**config.mk**
```make
export PLATFORM = sky130hd
export DESIGN_NAME = iq_frame_packer
export DESIGN_NICKNAME = d
export VERILOG_FILES = /design/src/rtl/iq_frame_packer.sv
export SDC_FILE = /design/constraint.sdc
export NUM_CORES = 1
export LEC_CHECK = 0
export BUFFER_PORTS_ARGS = -buffer_cell sky130_fd_sc_hd__buf_2
export CAP_MARGIN = 5
export CORE_AREA = 2 2 229 231
export CTS_CLUSTER_SIZE = 30
export DETAILED_ROUTE_END_ITERATION = 12
export DIE_AREA = 0 0 231 233
export PLACE_DENSITY = 0.6
export SETUP_SLACK_MARGIN = 0.15
export SLEW_MARGIN = 15
export SYNTH_ARGS = -nofsm -noshare
export SYNTH_HDL_FRONTEND = slang
export SYNTH_SLANG_ARGS = --single-unit
```
**constraint.sdc**
```tcl
create_clock -name clk -period 2.79 [get_ports clk]
set_input_delay 0.4185 -clock clk [delete_from_list [all_inputs] [get_ports clk]]
set_output_delay 0.4185 -clock clk [all_outputs]
set_load 0.1 [all_outputs]
```
**src/rtl/iq_frame_packer.sv**
```systemverilog
// I/Q pair packer: buffers decimated I/Q pairs in a small FIFO and serialises each
// pair into a 6-byte frame (SYNC, SEQ, IH, IL, QH, QL) on a valid/ready byte stream.
module iq_frame_packer #(
  parameter int          DATA_WIDTH = 13,
  parameter int          FIFO_AW    = 4,
  parameter logic [7:0]  SYNC_BYTE  = 8'hA5
) (
  input  logic                  clk,
  input  logic                  arst_n,
  input  logic [DATA_WIDTH-1:0] i_data,
  input  logic [DATA_WIDTH-1:0] q_data,
  input  logic                  in_valid,
  output logic [7:0]            m_tdata,
  output logic                  m_tvalid,
  input  logic                  m_tready,
  output logic                  m_tlast,
  output logic                  ovf,
  input  logic                  ovf_clr,
  output logic [FIFO_AW:0]      fifo_level
);

  localparam int DEPTH = 2**FIFO_AW;
  localparam int PW    = 2*DATA_WIDTH;

  typedef enum logic [2:0] {S_IDLE, S_SYNC, S_SEQ, S_IH, S_IL, S_QH, S_QL} state_t;

  logic                  r_in_valid_d;
  logic [PW-1:0]         r_mem [DEPTH];
  logic [FIFO_AW-1:0]    r_wr_ptr;
  logic [FIFO_AW-1:0]    r_rd_ptr;
  logic [FIFO_AW:0]      r_level;
  logic                  r_ovf;
  state_t                r_state;
  logic [7:0]            r_seq;
  logic [15:0]           r_hold_i;
  logic [15:0]           r_hold_q;
  logic [7:0]            r_tdata;
  logic                  r_tvalid;
  logic                  r_tlast;

  logic                  w_push;
  logic                  w_push_acc;
  logic                  w_pop;
  logic                  w_full;
  logic                  w_empty;
  logic                  w_adv;
  logic [PW-1:0]         w_rd_pair;
  logic signed [DATA_WIDTH-1:0] w_rd_i;
  logic signed [DATA_WIDTH-1:0] w_rd_q;

  assign w_push    = in_valid & ~r_in_valid_d;
  assign w_full    = (r_level == (FIFO_AW+1)'(DEPTH));
  assign w_empty   = (r_level == '0);
  assign w_adv     = r_tvalid & m_tready;
  // Pop either from IDLE or straight out of an accepted QL so frames run back-to-back.
  assign w_pop     = ~w_empty & ((r_state == S_IDLE) | ((r_state == S_QL) & w_adv));
  assign w_push_acc = w_push & (~w_full | w_pop);
  assign w_rd_pair = r_mem[r_rd_ptr];
  assign w_rd_i    = w_rd_pair[PW-1:DATA_WIDTH];
  assign w_rd_q    = w_rd_pair[DATA_WIDTH-1:0];

  assign m_tdata    = r_tdata;
  assign m_tvalid   = r_tvalid;
  assign m_tlast    = r_tlast;
  assign ovf        = r_ovf;
  assign fifo_level = r_level;

  always_ff @(posedge clk) begin
    if (w_push_acc) r_mem[r_wr_ptr] <= {i_data, q_data};
  end

  always_ff @(posedge clk or negedge arst_n) begin
    if (!arst_n) begin
      r_in_valid_d <= 1'b0;
      r_wr_ptr     <= '0;
      r_rd_ptr     <= '0;
      r_level      <= '0;
      r_ovf        <= 1'b0;
    end else begin
      r_in_valid_d <= in_valid;
      if (w_push_acc) r_wr_ptr <= r_wr_ptr + 1'b1;
      if (w_pop)      r_rd_ptr <= r_rd_ptr + 1'b1;
      unique case ({w_push_acc, w_pop})
        2'b10:   r_level <= r_level + 1'b1;
        2'b01:   r_level <= r_level - 1'b1;
        default: r_level <= r_level;
      endcase
      if (w_push & ~w_push_acc) r_ovf <= 1'b1;
      else if (ovf_clr)         r_ovf <= 1'b0;
    end
  end

  always_ff @(posedge clk or negedge arst_n) begin
    if (!arst_n) begin
      r_state  <= S_IDLE;
      r_seq    <= '0;
      r_hold_i <= '0;
      r_hold_q <= '0;
      r_tdata  <= '0;
      r_tvalid <= 1'b0;
      r_tlast  <= 1'b0;
    end else begin
      unique case (r_state)
        S_IDLE: begin
          if (w_pop) begin
            r_hold_i <= 16'(w_rd_i);
            r_hold_q <= 16'(w_rd_q);
            r_state  <= S_SYNC;
            r_tdata  <= SYNC_BYTE;
            r_tvalid <= 1'b1;
          end
        end
        default: begin
          if (w_adv) begin
            unique case (r_state)
              S_SYNC: begin r_state <= S_SEQ; r_tdata <= r_seq;          end
              S_SEQ:  begin r_state <= S_IH;  r_tdata <= r_hold_i[15:8]; end
              S_IH:   begin r_state <= S_IL;  r_tdata <= r_hold_i[7:0];  end
              S_IL:   begin r_state <= S_QH;  r_tdata <= r_hold_q[15:8]; end
              S_QH:   begin
                r_state <= S_QL;
                r_tdata <= r_hold_q[7:0];
                r_tlast <= 1'b1;
              end
              default: begin
                r_seq   <= r_seq + 1'b1;
                r_tlast <= 1'b0;
                if (w_pop) begin
                  r_hold_i <= 16'(w_rd_i);
                  r_hold_q <= 16'(w_rd_q);
                  r_state  <= S_SYNC;
                  r_tdata  <= SYNC_BYTE;
                end else begin
                  r_state  <= S_IDLE;
                  r_tdata  <= '0;
                  r_tvalid <= 1'b0;
                end
              end
            endcase
          end
        end
      endcase
    end
  end

endmodule
```
## After elaboration in Yosys (flattened, before gate mapping)

Memories as Yosys holds them, arrays and structs flattened.
Index checks and enable logic that the tools add are counted.

- Bits in registers: 68
- Bits in writable memories: 416
- Bits of input ports: 31
- Output and inout port bits: 16
- Logic and storage cells: 86
- Memories: 1

- $add $sub $neg: 5
- Eq/ne operators: 12
- Mux-type cells: 29
- Bitwise logic cells: 15
- Reduce and logical (&&, ||, !) cells: 12

Memory list:

| memory | depth | bits a word | read ports | clocked after Yosys merged registers in | write ports | RTL line | text |
|---|---|---|---|---|---|---|---|
| r_mem | 16 | 26 | 1 | 0 | 1 | 28 | `logic [PW-1:0] r_mem [DEPTH];` |

Operators with widths:

| kind | count |
|---|---|
| 16-bit two-way mux | 8 |
| 8-bit one-hot mux with 5 select lines | 1 |
| 8-bit two-way mux | 4 |
| 3-bit one-hot mux with 5 select lines | 1 |
| 1-bit two-way mux | 10 |
| 5-bit one-hot mux with 2 select lines | 1 |
| 3-bit == test, second input constant | 3 |
| 3-bit two-way mux | 3 |
| 4-bit by 1-bit adder with 4-bit output, second input constant | 2 |
| 8-bit by 1-bit adder with 8-bit output, second input constant | 1 |
| 1-bit inverter | 7 |
| 1-bit bitwise AND | 6 |
| 3-bit by 2-bit == test with 1-bit output, second input constant | 2 |
| 3-bit AND reduction | 2 |
| 2-bit nonzero test | 3 |
| 5-bit by 1-bit adder with 5-bit output, second input constant | 1 |
| 5-bit == test, second input constant | 1 |
| 5-bit zero test | 1 |
| 5-bit OR reduction | 1 |
| 5-bit by 1-bit subtractor with 5-bit output, second input constant | 1 |
| 2-bit by 1-bit != test with 1-bit output, second input constant | 2 |
| 2-bit AND reduction | 2 |
| 4-bit AND reduction | 1 |
| 4-bit OR reduction | 1 |
| other kinds (7) | 8 |

## Depth between registers and ports, before layout

Gate-level depths: netlist (run 1).

- Word-level depth: 9
- Mapped depth: 10
- Mapped depth without buffers: 9

## Worst setup path after synthesis (run 1)

OpenSTA, ideal clock, no wires.

- Path type: register to register
- From: register r_tvalid, in the netlist m_tvalid
- To: memory r_mem[3][0] in the netlist's numbering (enable)
- Setup time: 0.409 ns
- Arrival: 2.956 ns
- Data required time: 2.381 ns
- Path slack: -0.575 ns
- Stages on the path, launching flop included: 7
- Path buffers: 1
- Clock period less this slack: 3.365 ns
- Cells stage by stage: dfrtp_1 > and4_1 > buf_4 > o21ai_1 > nand3_1 > nand2_1 > nor2_1

- Word-level cells in the longest chain between the ends: 8

Ends and longest elaborated chain:

| what | RTL line | text |
|---|---|---|
| start: declaration | 38 | `logic r_tvalid;` |
| start signal: assignment | 100 | `r_tvalid <= 1'b0;` |
| start signal: assignment | 110 | `r_tvalid <= 1'b1;` |
| start signal: assignment | 136 | `r_tvalid <= 1'b0;` |
| 1-bit bitwise AND | 54 | `assign w_adv = r_tvalid & m_tready;` |
| 1-bit bitwise AND | 56 | `assign w_pop = ~w_empty & ((r_state == S_IDLE) \| ((r_state == S_QL) & w_adv));` |
| 1-bit OR | 56 |  |
| 1-bit bitwise AND | 56 |  |
| 1-bit OR | 57 | `assign w_push_acc = w_push & (~w_full \| w_pop);` |
| 1-bit bitwise AND | 57 |  |
| 1-bit two-way mux | 69 | `if (w_push_acc) r_mem[r_wr_ptr] <= {i_data, q_data};` |
| 1-bit two-way mux (not written as such) | 69 |  |
| end: declaration | 28 |  |

No other way between the ends.

## Worst setup path in the final report (run 1)

- From: register r_level[0], in the netlist fifo_level[0]
- To: register r_level[4], in the netlist fifo_level[4]

- Word-level cells in the longest chain between the ends: 7
- Elaborated cells between the ends (all ways): 13
- Those cells by class: 2 x add/sub; 3 x eq/ne; 1 x mux; 5 x bitwise; 2 x reduce/logical

Ends and longest elaborated chain:

| what | RTL line | text |
|---|---|---|
| start: declaration | 31 | `logic [FIFO_AW:0] r_level;` |
| start signal: assignment | 84 | `2'b10: r_level <= r_level + 1'b1;` |
| start signal: assignment | 85 | `2'b01: r_level <= r_level - 1'b1;` |
| start signal: assignment | 86 | `default: r_level <= r_level;` |
| 5-bit zero test | 53 | `assign w_empty = (r_level == '0);` |
| 1-bit inverter | 56 |  |
| 1-bit bitwise AND | 56 |  |
| 1-bit OR | 57 |  |
| 1-bit bitwise AND | 57 |  |
| 2-bit by 1-bit == test with 1-bit output / 2-bit == test (equally long branches) | 83 | `unique case ({w_push_acc, w_pop})` |
| 5-bit one-hot mux with 2 select lines / 2-bit nonzero test (equally long branches) | - |  |

Several ways; a longest one is shown, not always the timed one.
A chain may end at the register's enable or synchronous reset.

==> metrics.csv, run 1 <==
metric,value,unit
max-cap violations,0,
Synth Area in Adders,0.705,%
worst-margin pin slew,584,ps
P&R area growth vs syn,17.4,%
Starting Density,36.8,%
top post-synthesis cells by area,"edfxtp_1, mux4_2, dfrtp_1",
Syn Area/Cell,20.5,sq um
critical path class,reg2reg,
startpoint types,flop,
post-synthesis xor/xnor area fraction,0.744,%
DRC Markers,0,
CTS tree,done,
ys flop type,edfxtp_1,
Routed WL per cell,23.1,um
root buffer cell,clkbuf_16,
Hold Crit Class,in2reg,
ys async rst share,13.0,%
initial DRC count,808,
GR Util All Layers,15.2,%
"Clk pin slew, worst setup/hold paths",60,ps
Syn Std Cell Area,0.0188,sq mm
placed cell count,1637,
warnings from Yosys,0,
CTS Sinks,478,
largest family of logic cells by synthesized area,multiplexers,
final instance area,0.0221,sq mm
Final setup viols,0,
Max Slew Vio Count,0,
IO buf count,46,
vias post-DR,8964,
initial antenna violation count,0,
CP Capture Type,flop,
"FF+latch count, synth",478,
Setup TNS,0,ps
largest net degree at the start of global routing,80,
vias in the first global route,9452,
critical path peak fanout,5,
sequential area share after synthesis,74.6,%
H-tree depth,2,
Worst R2R Start,fifo_level[0],
aggregate global routing overflow,0,
Filler cells,4408,
ANT nets after route,0,
GPL Wtd Cong,0.754,
Leakage,0.00734,uW
TritonRoute pass-1 iters,5,
placed instance area,0.0204,sq mm
FP Rows,83,
"count leader, synth",edfxtp_1,
Hold Startpoint,ovf_clr,
min cycle time layout,2610,ps
Post-synth EDFFs,416,
post-DP HPWL,21700,um
Num CTS Buffers,49,
mux cell area share after synthesis,16.2,%
status,finished clean,
first-pass GRT wire length,60400,um
Mapped Cells,918,
fraction of layout cells with a size suffix above 1,30.9,%
Fin. Hold Viols,0,
fin crit share,93.4,%
final non-filler cell total,1730,
unrepaired setup endpoints after global routing,yes,
Routed WL,39900,um
Slew Limit Headroom,61.1,%
CORE AREA,0.0511,sq mm
Worst-Skew Late Latency,580,ps
Nets,1051,
WP data required,3290,ps
Synthesized Nets,959,
via/cell ratio,5.18,
post-synthesis compound-gate area fraction,3.58,%
Yosys top cell by area,edfxtp_1,
top-area cell type share of the netlist area,66.4,%
Final Skew,16.6,ps
"buffers from clock root to sink, at most",3,
Pwr Density,1010,mW/mm^2
end-of-flow core utilization,43.3,%
synth unique cells,52,
fmax,384,MHz
diode count,0,
total power,22300,uW
die area,0.0538,sq mm
WP data arrival,3110,ps
Worst Setup SP,fifo_level[0],
Synth Area in Simple Gates,2.81,%
IO Pins,47,
height of the die,233,um
Chip Width,231,um
most frequent cells after synthesis,"edfxtp_1, mux4_2, dfrtp_1, mux2i_1, nand2_1",
maximum vdd ir drop,0.448,mV
-- metrics by stage --
step,hold slack (ps),setup WS [ps]
6_report,43.1,184
3_5_place_dp,474,198
4_1_cts,16.0,175
5_1_grt,47.4,72.4
2_1_floorplan,123,55.0
3_3_place_gp,463,185
-- routing by layer --
layer / GRT usage [%] / part of all wire (%) / vias up
met5: 0 / 0 / -
met4: 3.99 / 1.7 / 0
met3: 2.62 / 4.8 / 55
met2: 25.1 / 49 / 215
met1: 20.9 / 44 / 4742
li1: - / - / 3952
-- area by class of cell --
| cell class | instances | area (sq um) | area share (%) |
|---|---|---|---|
| Tap cell | 680 | 851 | 3.85 |
| Sequential cell | 478 | 14100 | 63.6 |
| Clock inverter | 31 | 337 | 1.52 |
| Timing Repair Buffer | 86 | 836 | 3.78 |
| Clock buffer | 60 | 1310 | 5.91 |
| Multi-Input combinational cell | 389 | 4690 | 21.2 |
| Inverter | 6 | 22.5 | 0.102 |
-- cell families (layout without fill, tap and decap cells) --
group                    Yosys count  in the layout
AO/OA/AOI/OAI                     73             73
XOR/XNOR                          16             16
adder cells (fa/ha/maj)           10             10
buffers and inverters             51            183
flip-flops                       478            478
multiplexers                     174            174
AND/OR/NAND/NOR                  116            116
-- flip-flops by register name, indices dropped and copies added (netlist names) --
name / cells
r_wr_ptr: 4
r_hold_q: 13
r_rd_ptr: 4
m_tdata: 8
ovf: 1
r_seq: 8
r_hold_i: 13
r_mem: 416
fifo_level: 5
m_tvalid: 1
r_state: 3
r_in_valid_d: 1
m_tlast: 1
-- worst max-delay path: stages, from the launching register on --
cell and delay (ps):
dfrtp_4 470, or4_4 600, o221ai_4 200, nor2_4 100, fa_2 370, a21o_1 190, a21oi_2 180, nand2_1 70
o31a_1 230, o21ai_1 110
-- repair_timing --
item	4_1_cts	5_1_grt
hold endpoints to repair	63	0
gates resized for setup	0	1
hold buffers	2	0
setup endpoints to repair	0	4
buffers inserted	0	0
-- where the power goes --
| group | leakage [uW] | switching (uW) | total (uW) | internal [uW] |
|---|---|---|---|---|
| sequential | 0.00451 | 675 | 9210 | 8530 |
| clock | 0.000800 | 2700 | 6680 | 3980 |
| combinational | 0.00203 | 3680 | 6420 | 2740 |
-- path summary, 6_finish.rpt --
check | to | slack [ps] | depth (start not counted)
max in group asynchronous | r_rd_ptr[0] | 2070 | 3
hold reg to reg | r_seq[7] | 480 | 1
setup reg to reg | fifo_level[4] | 180 | 9
hold / removal | ovf | 40 | 2
setup / recovery | fifo_level[4] | 180 | 9
min in group asynchronous | fifo_level[3] | 390 | 3
-- cells in the final DEF (no fill, tap or decap), types with 8 or more instances in the layout --
cell type and n:
a21oi_1 11, buf_12 24, buf_2 46, buf_4 14
clkbuf_16 49, clkinv_1 10, clkinv_2 8, dfrtp_1 54
edfxtp_1 416, ha_1 8, mux2i_1 60, mux4_2 104
nand2_1 49, nand3_1 8, nor2_1 15, nor2_4 18
o21ai_0 8, o221ai_2 20, xnor2_1 11
Power figures use the tool's default switching activity.
==> inputs of run 2 (changes only) <==
--- a/config.mk
+++ b/config.mk
@@ -11,7 +11,7 @@
 export CTS_CLUSTER_SIZE = 30
 export DETAILED_ROUTE_END_ITERATION = 12
 export DIE_AREA = 0 0 231 233
-export PLACE_DENSITY = 0.6
+export PLACE_DENSITY = 0.61
 export SETUP_SLACK_MARGIN = 0.15
 export SLEW_MARGIN = 15
 export SYNTH_ARGS = -nofsm -noshare
==> run 2 against run 1 <==
  * Via count grew 2.0%
  * Critical path type unchanged
  * Sequential share of layout area is 0.39 points higher
  * Sequential cell count unchanged
  * First-iteration DRC count rose by 9.4%
  * Clock power shrank 7.9%
  * Hold slack lost 24 ps
==> metrics.csv, run 2 (synthesis gave the netlist of run 1 again) <==
metric,value,unit,change
"Clk pin slew, worst setup/hold paths",60,ps,about the same
Top reg by flops,r_mem,,
Final Skew,28.5,ps,+11.9 ps
WP data required,3280,ps,about the same
Routed WL,41200,um,+3.2%
FP Rows,83,,unchanged
unrepaired setup endpoints after global routing,yes,,
fraction of layout cells with a size suffix above 1,30.6,%,-0.25 points
CTS Sinks,478,,unchanged
max-cap violations,0,,unchanged
CORE AREA,0.0511,sq mm,unchanged
worst-margin pin slew,979,ps,+395 ps
Routed WL per cell,23.6,um,+2.2%
"commonest non-fill, non-tap cell in the layout",edfxtp_1,,
Place WS,183,ps,-15.1 ps
height of the die,233,um,unchanged
final non-filler cell total,1746,,+0.92%
Leakage,0.00732,uW,-0.31%
slowest CP cell,or4_4,,
vias in the first global route,9602,,+1.6%
IO Pins,47,,unchanged
aggregate global routing overflow,0,,unchanged
Largest register FFs,416,,unchanged
top flop regs,"r_mem x416, r_hold_i x13, r_hold_q x13",,
Nets,1067,,+1.5%
Worst R2R Start,fifo_level[0],,
TritonRoute pass-1 iters,5,,unchanged
r2r setup slk,180,ps,about the same
fin crit share,93.4,%,about the same
post-DP HPWL,24600,um,+13%
fmax,384,MHz,about the same
post-cts gate resize count,0,,unchanged
vias post-DR,9147,,+2.0%
Chip Width,231,um,unchanged
first-pass GRT wire length,63000,um,+4.3%
Worst-Skew Late Latency,580,ps,about the same
CP Capture Type,flop,,
critical path peak fanout,5,,unchanged
initial antenna violation count,4,,+4
Setup WS post-layout,184,ps,+0.643 ps
DRC Markers,0,,unchanged
Post CTS Setup Buffer Count,0,,unchanged
R2R Path End,fifo_level[4],,
status,finished clean,,
via/cell ratio,5.24,,+1.1%
WP data arrival,3090,ps,-20 ps
initial DRC count,884,,+9.4%
Final setup viols,0,,unchanged
IO buf count,46,,unchanged
worst hold margin,19.1,ps,-24.0 ps
CTS tree,done,,
ANT nets after route,0,,unchanged
Fin. Hold Viols,0,,unchanged
GR Util All Layers,15.9,%,+0.65 points
P&R area growth vs syn,16.7,%,
GPL Wtd Cong,0.778,,+3.2%
root buffer cell,clkbuf_16,,
Filler cells,4486,,+1.8%
reg2reg path depth,9,,unchanged
critical path class,reg2reg,,
most frequent cells in the layout,"edfxtp_1, mux4_2, mux2i_1",,
Max stage delay on crit path,610,ps,about the same
largest net degree at the start of global routing,41,,-49%
Slew Limit Headroom,34.7,%,-26 points
die area,0.0538,sq mm,unchanged
min cycle time layout,2610,ps,-0.643 ps
"buffers from clock root to sink, at most",3,,unchanged
worst path cell trace,or4_4 > o221ai_4 > nor2_4 > fa_2 > a21o_1 > a21oi_2 > nand2_1 > o31a_1 > o21ai_1,,
maximum vdd ir drop,0.543,mV,+21%
H-tree depth,2,,unchanged
Pwr Density,996,mW/mm^2,-1.3%
worst path buffer plus inverter count,0,,unchanged
Hold Crit Class,in2async,,
startpoint types,flop,,
cell family with most CP delay,compound AO/OA/AOI/OAI gates,,
Num CTS Buffers,50,,+2.0%
Starting Density,36.8,%,unchanged
Setup TNS,0,ps,unchanged
placed cell count,1653,,+0.98%
Max Slew Vio Count,0,,unchanged
## run 2: changes by cell type in the layout (fill, tap and decap cells not counted), sizes merged
cell | before | now
bufinv | 7 | 1
dlygate4sd3 | 2 | 1
inv | 8 | 6
diode | 0 | 1
clkinv | 19 | 13
clkinvlp | 3 | 2
clkbuf | 60 | 75
buf | 84 | 100
## run 2: how the worst max path moves through the flow
| stage | cells past startpoint | to | start | slack, ps |
|---|---|---|---|---|
| 6_report | 9 | fifo_level[4] | fifo_level[0] | 180 |
| 5_1_grt | 9 | fifo_level[4] | fifo_level[0] | 20 |
| 4_1_cts | 9 | fifo_level[4] | fifo_level[0] | 170 |
| 3_5_place_dp | 9 | fifo_level[4] | fifo_level[0] | 180 |
| 3_3_place_gp | 9 | fifo_level[4] | fifo_level[0] | 120 |
| 2_1_floorplan | 9 | fifo_level[4] | fifo_level[0] | 60 |
## run 2: where the power goes
| group | internal, uW | total (uW) | leakage (uW) | switching [uW] |
|---|---|---|---|---|
| Sequential | 8530 | 9240 | 0.00451 | 706 |
| Clock | 3520 | 6150 | 0.000718 | 2640 |
| Combinational | 2750 | 6480 | 0.00209 | 3730 |
## run 2: final cells by class
type | count | area, sq um | share of cell area [%]
Sequential cell | 478 | 14100 | 64.0
Multi-Input combinational cell | 389 | 4690 | 21.3
Clock buffer | 75 | 1390 | 6.31
Tap cell | 680 | 851 | 3.87
Timing Repair Buffer | 101 | 846 | 3.85
Clock inverter | 16 | 111 | 0.507
Inverter | 6 | 22.5 | 0.102
Antenna cell | 1 | 2.50 | 0.0114
## run 2: routing by layer
| metal | global-route usage (%) | part of all wire [%] | vias to the layer above | wire length, um |
|---|---|---|---|---|
| met3 | 2.40 | 5.7 | 53 | 2350 |
| met2 | 25.7 | 48 | 228 | 19900 |
| met5 | 0 | 0 | - | 0 |
| li1 | - | - | 3991 | - |
| met1 | 22.3 | 44 | 4875 | 18200 |
| met4 | 4.44 | 1.9 | 0 | 772 |
## run 2: metrics by stage
stage	cell area, sq um	util, %	total power (uW)
2_1_floorplan	19000	-	14000
6_report	22000	43.0	21900
3_3_place_gp	20500	40.0	15900
4_1_cts	22000	43.0	22100
3_5_place_dp	20500	40.0	16000
5_1_grt	22000	43.0	22900
## run 2: what timing repair did
action / CTS / global route
hold endpoints to repair: 1 / 0
endpoints found under the setup margin: 0 / 1
hold buffers: 1 / 0
==> inputs of run 3 (changes only) <==
--- a/config.mk
+++ b/config.mk
@@ -5,12 +5,13 @@
 export SDC_FILE = /design/constraint.sdc
 export NUM_CORES = 1
 export LEC_CHECK = 0
+export ABC_AREA = 1
 export BUFFER_PORTS_ARGS = -buffer_cell sky130_fd_sc_hd__buf_2
 export CAP_MARGIN = 5
-export CORE_AREA = 2 2 229 231
-export CTS_CLUSTER_SIZE = 30
+export CORE_AREA = 2 2 233 235
+export CTS_CLUSTER_SIZE = 28
 export DETAILED_ROUTE_END_ITERATION = 12
-export DIE_AREA = 0 0 231 233
+export DIE_AREA = 0 0 235 237
 export PLACE_DENSITY = 0.61
 export SETUP_SLACK_MARGIN = 0.15
 export SLEW_MARGIN = 15
==> run 3 against run 2 <==
  * Die area up 3.5%
  * Highest routed layer is now met5
  * Largest cell class unchanged
  * Cell count up 38%
  * Utilization down 1.1 points
  * Power up 8.4%
  * Combinational power up 31%
  * Clock skew down 15 ps
  * Sequential power down 3.7%
  * Synthesized cell count up 78%
  * Wire length up 16%
  * Area after synthesis up 3.5%
==> metrics.csv, run 3 <==
metric,value,unit,change
"Clk pin slew, worst setup/hold paths",60,ps,about the same
Max stage delay on crit path,450,ps,-160 ps
die area,0.0557,sq mm,+3.5%
Routed WL per cell,19.7,um,-16%
Final Skew,13.4,ps,-15.1 ps
TritonRoute pass-1 iters,7,,+2
top post-synthesis cells by area,"edfxtp_1, dfrtp_1, nor2_1",,
Filler cells,4860,,+8.3%
Mapped Cells,1630,,+78%
Worst R2R Start,fifo_level[0],,
fraction of layout cells with a size suffix above 1,11.7,%,-19 points
end-of-flow core utilization,42.0,%,-1.1 points
total power,23700,uW,+8.4%
Largest register FFs,416,,unchanged
most frequent cells in the layout,"edfxtp_1, nor2_1, nand2_1",,
startpoint types,flop,,
warnings from Yosys,0,,unchanged
Syn Std Cell Area,0.0195,sq mm,+3.5%
Worst Setup SP,fifo_level[0],,
FP Rows,85,,+2.4%
IO Pins,47,,unchanged
Top reg by flops,r_mem,,
worst hold margin,51.0,ps,+31.9 ps
"commonest non-fill, non-tap cell in the layout",edfxtp_1,,
top-area cell type share of the netlist area,64.1,%,-2.3 points
Pwr Density,1060,mW/mm^2,+6.6%
r2r setup slk,460,ps,+270 ps
P&R area growth vs syn,14.7,%,
GR Util All Layers,17.1,%,+1.3 points
GPL Wtd Cong,0.807,,+3.8%
critical path class,reg2reg,,
sw frac,39.2,%,+6.8 points
Max Slew Vio Count,0,,unchanged
CTS tree,done,,
Nets,1723,,+61%
Yosys top cell by area,edfxtp_1,,
Hold Startpoint,ovf_clr,,
fin crit share,83.7,%,-9.7 points
ys flop type,edfxtp_1,,
Post-synth EDFFs,416,,unchanged
min cycle time layout,2330,ps,-271 ps
root buffer cell,clkbuf_16,,
sequential area share after synthesis,72.1,%,-2.5 points
max-cap violations,0,,unchanged
Hold Crit Class,in2reg,,
Chip Width,235,um,+1.7%
worst path cell trace,nor2_1 > nand3_1 > inv_1 > nor2_4 > nand2_1 > inv_1 > fa_1 > nand3_1 > nand2_1 > nand3_1 > nand2_1 > nand2_1 > nand2_1 > nand2_1 > inv_1,,
synth unique cells,33,,-37%
maximum vdd ir drop,0.648,mV,+19%
largest net degree at the start of global routing,157,,+280%
"buffers from clock root to sink, at most",3,,unchanged
Leakage,0.00797,uW,+8.9%
Final setup viols,0,,unchanged
"count leader, synth",edfxtp_1,,
Slew Limit Headroom,33.2,%,-1.5 points
post-DP HPWL,27300,um,+11%
R2R Path End,fifo_level[4],,
crit-path most repeated cell,nand2_1,,
WP data required,3270,ps,about the same
Comb pwr share,35.9,%,+6.3 points
vias in the first global route,12100,,+26%
first-pass GRT wire length,74100,um,+18%
most frequent cells after synthesis,"edfxtp_1, nor2_1, nand2_1, o21ai_0, nand3_1",,
initial antenna violation count,1,,-3
register area,0.0141,sq mm,about the same
Setup TNS,0,ps,unchanged
height of the die,237,um,+1.7%
Post CTS Setup Buffer Count,0,,unchanged
via/cell ratio,5.21,,-0.58%
"FF+latch count, synth",478,,unchanged
aggregate global routing overflow,0,,unchanged
Worst-Skew Late Latency,590,ps,about the same
Syn Area/Cell,12.0,sq um,-42%
ys async rst share,13.0,%,unchanged
worst-margin pin slew,996,ps,+16.5 ps
Worst Hold Path EP,ovf,,
reg2reg path depth,15,,+6
DRC Markers,0,,unchanged
status,finished clean,,
clock share of power,26.6,%,-1.5 points
WP data arrival,2820,ps,-270 ps
initial DRC count,1419,,+61%
ANT nets after route,0,,unchanged
unrepaired setup endpoints after global routing,no,,
internal power,14400,uW,-2.5%
Min-Delay Path Depth,2,,
CORE AREA,0.0533,sq mm,+4.3%
diode count,0,,-1
IO buf count,46,,unchanged
fmax,428,MHz,+12%
switching power total,9290,uW,+31%
top flop regs,"r_mem x416, r_hold_i x13, r_hold_q x13",,
critical path peak fanout,5,,unchanged
multi-input combinational cell area,0.00495,sq mm,+5.6%
sequential share of power,37.5,%,-4.7 points
CTS Sinks,478,,unchanged
slowest CP cell,dfrtp_2,,
Fin. Hold Viols,0,,unchanged
Synthesized Nets,1671,,+74%
Num CTS Buffers,50,,unchanged
H-tree depth,2,,unchanged
vias post-DR,12600,,+38%
CP Capture Type,flop,,
Routed WL,47700,um,+16%
Starting Density,36.6,%,-0.27 points
## run 3: power groups by stage
| stage | Combinational, uW | Sequential, uW | Clock (uW) |
|---|---|---|---|
| floorplan | 5480 | 9550 | 0 |
| global placement | 8370 | 9010 | 0 |
| detailed placement | 8480 | 9040 | 0 |
| CTS | 8530 | 8900 | 6440 |
| global route | 9430 | 8970 | 6740 |
| finish | 8510 | 8900 | 6310 |
## run 3: critical path: cells and delay by family, from the launching register on
| family | cells | cell delay (ps) |
|---|---|---|
| flops | 1 | 450 |
| buf+inv | 3 | 320 |
| fa+ha+maj | 1 | 420 |
| simple gates | 11 | 1030 |
## run 3: repair_timing
item	in CTS	in global routing
hold endpoints to repair	24	0
hold buffers	2	0
resized for setup	0	0
## run 3: layout make-up
cell class                 instances  area share, %
multi-input combinational       1019           22.1
sequential                       478           62.9
clock buffer                      68           6.04
timing repair buffer              95           3.59
clock inverter                    22          0.784
inverter                          38          0.649
tap                              696           3.90
## run 3: kinds of logic after synthesis
kind of cell	count (synthesis)	synth area share, %
compound gates	306	8.70
simple gates	687	14.3
fa+ha+maj	10	0.681
xor+xnor	16	0.719
flops	478	72.1
buf+inv	133	3.52
## run 3: worst max path at each step
stage                     slack, ps  depth (start not counted)            end
after floorplan                 220                         15  fifo_level[4]
after global placement          540                          8  fifo_level[2]
after detailed placement        390                          8  fifo_level[2]
after CTS                       370                          8  fifo_level[2]
after global routing            200                         15  fifo_level[4]
final                           460                         15  fifo_level[4]
## run 3: metal layers
| metal | up-vias | track usage (%) | routed length [um] |
|---|---|---|---|
| li1 | 5875 | - | - |
| met5 | - | 0 | 9 |
| met3 | 55 | 3.17 | 3450 |
| met1 | 6225 | 24.7 | 21400 |
| met4 | 2 | 4.35 | 805 |
| met2 | 426 | 26.7 | 22000 |
## run 3: per-stage QoR
step | cell area, sq um | worst slack (ps) | cells
after floorplan | 19700 | 219 | 1630
after global placement | 20800 | 536 | 2324
after detailed placement | 20800 | 391 | 2324
after CTS | 22300 | 370 | 2416
after global routing | 22400 | 198 | 2416
final | 22400 | 455 | 2416
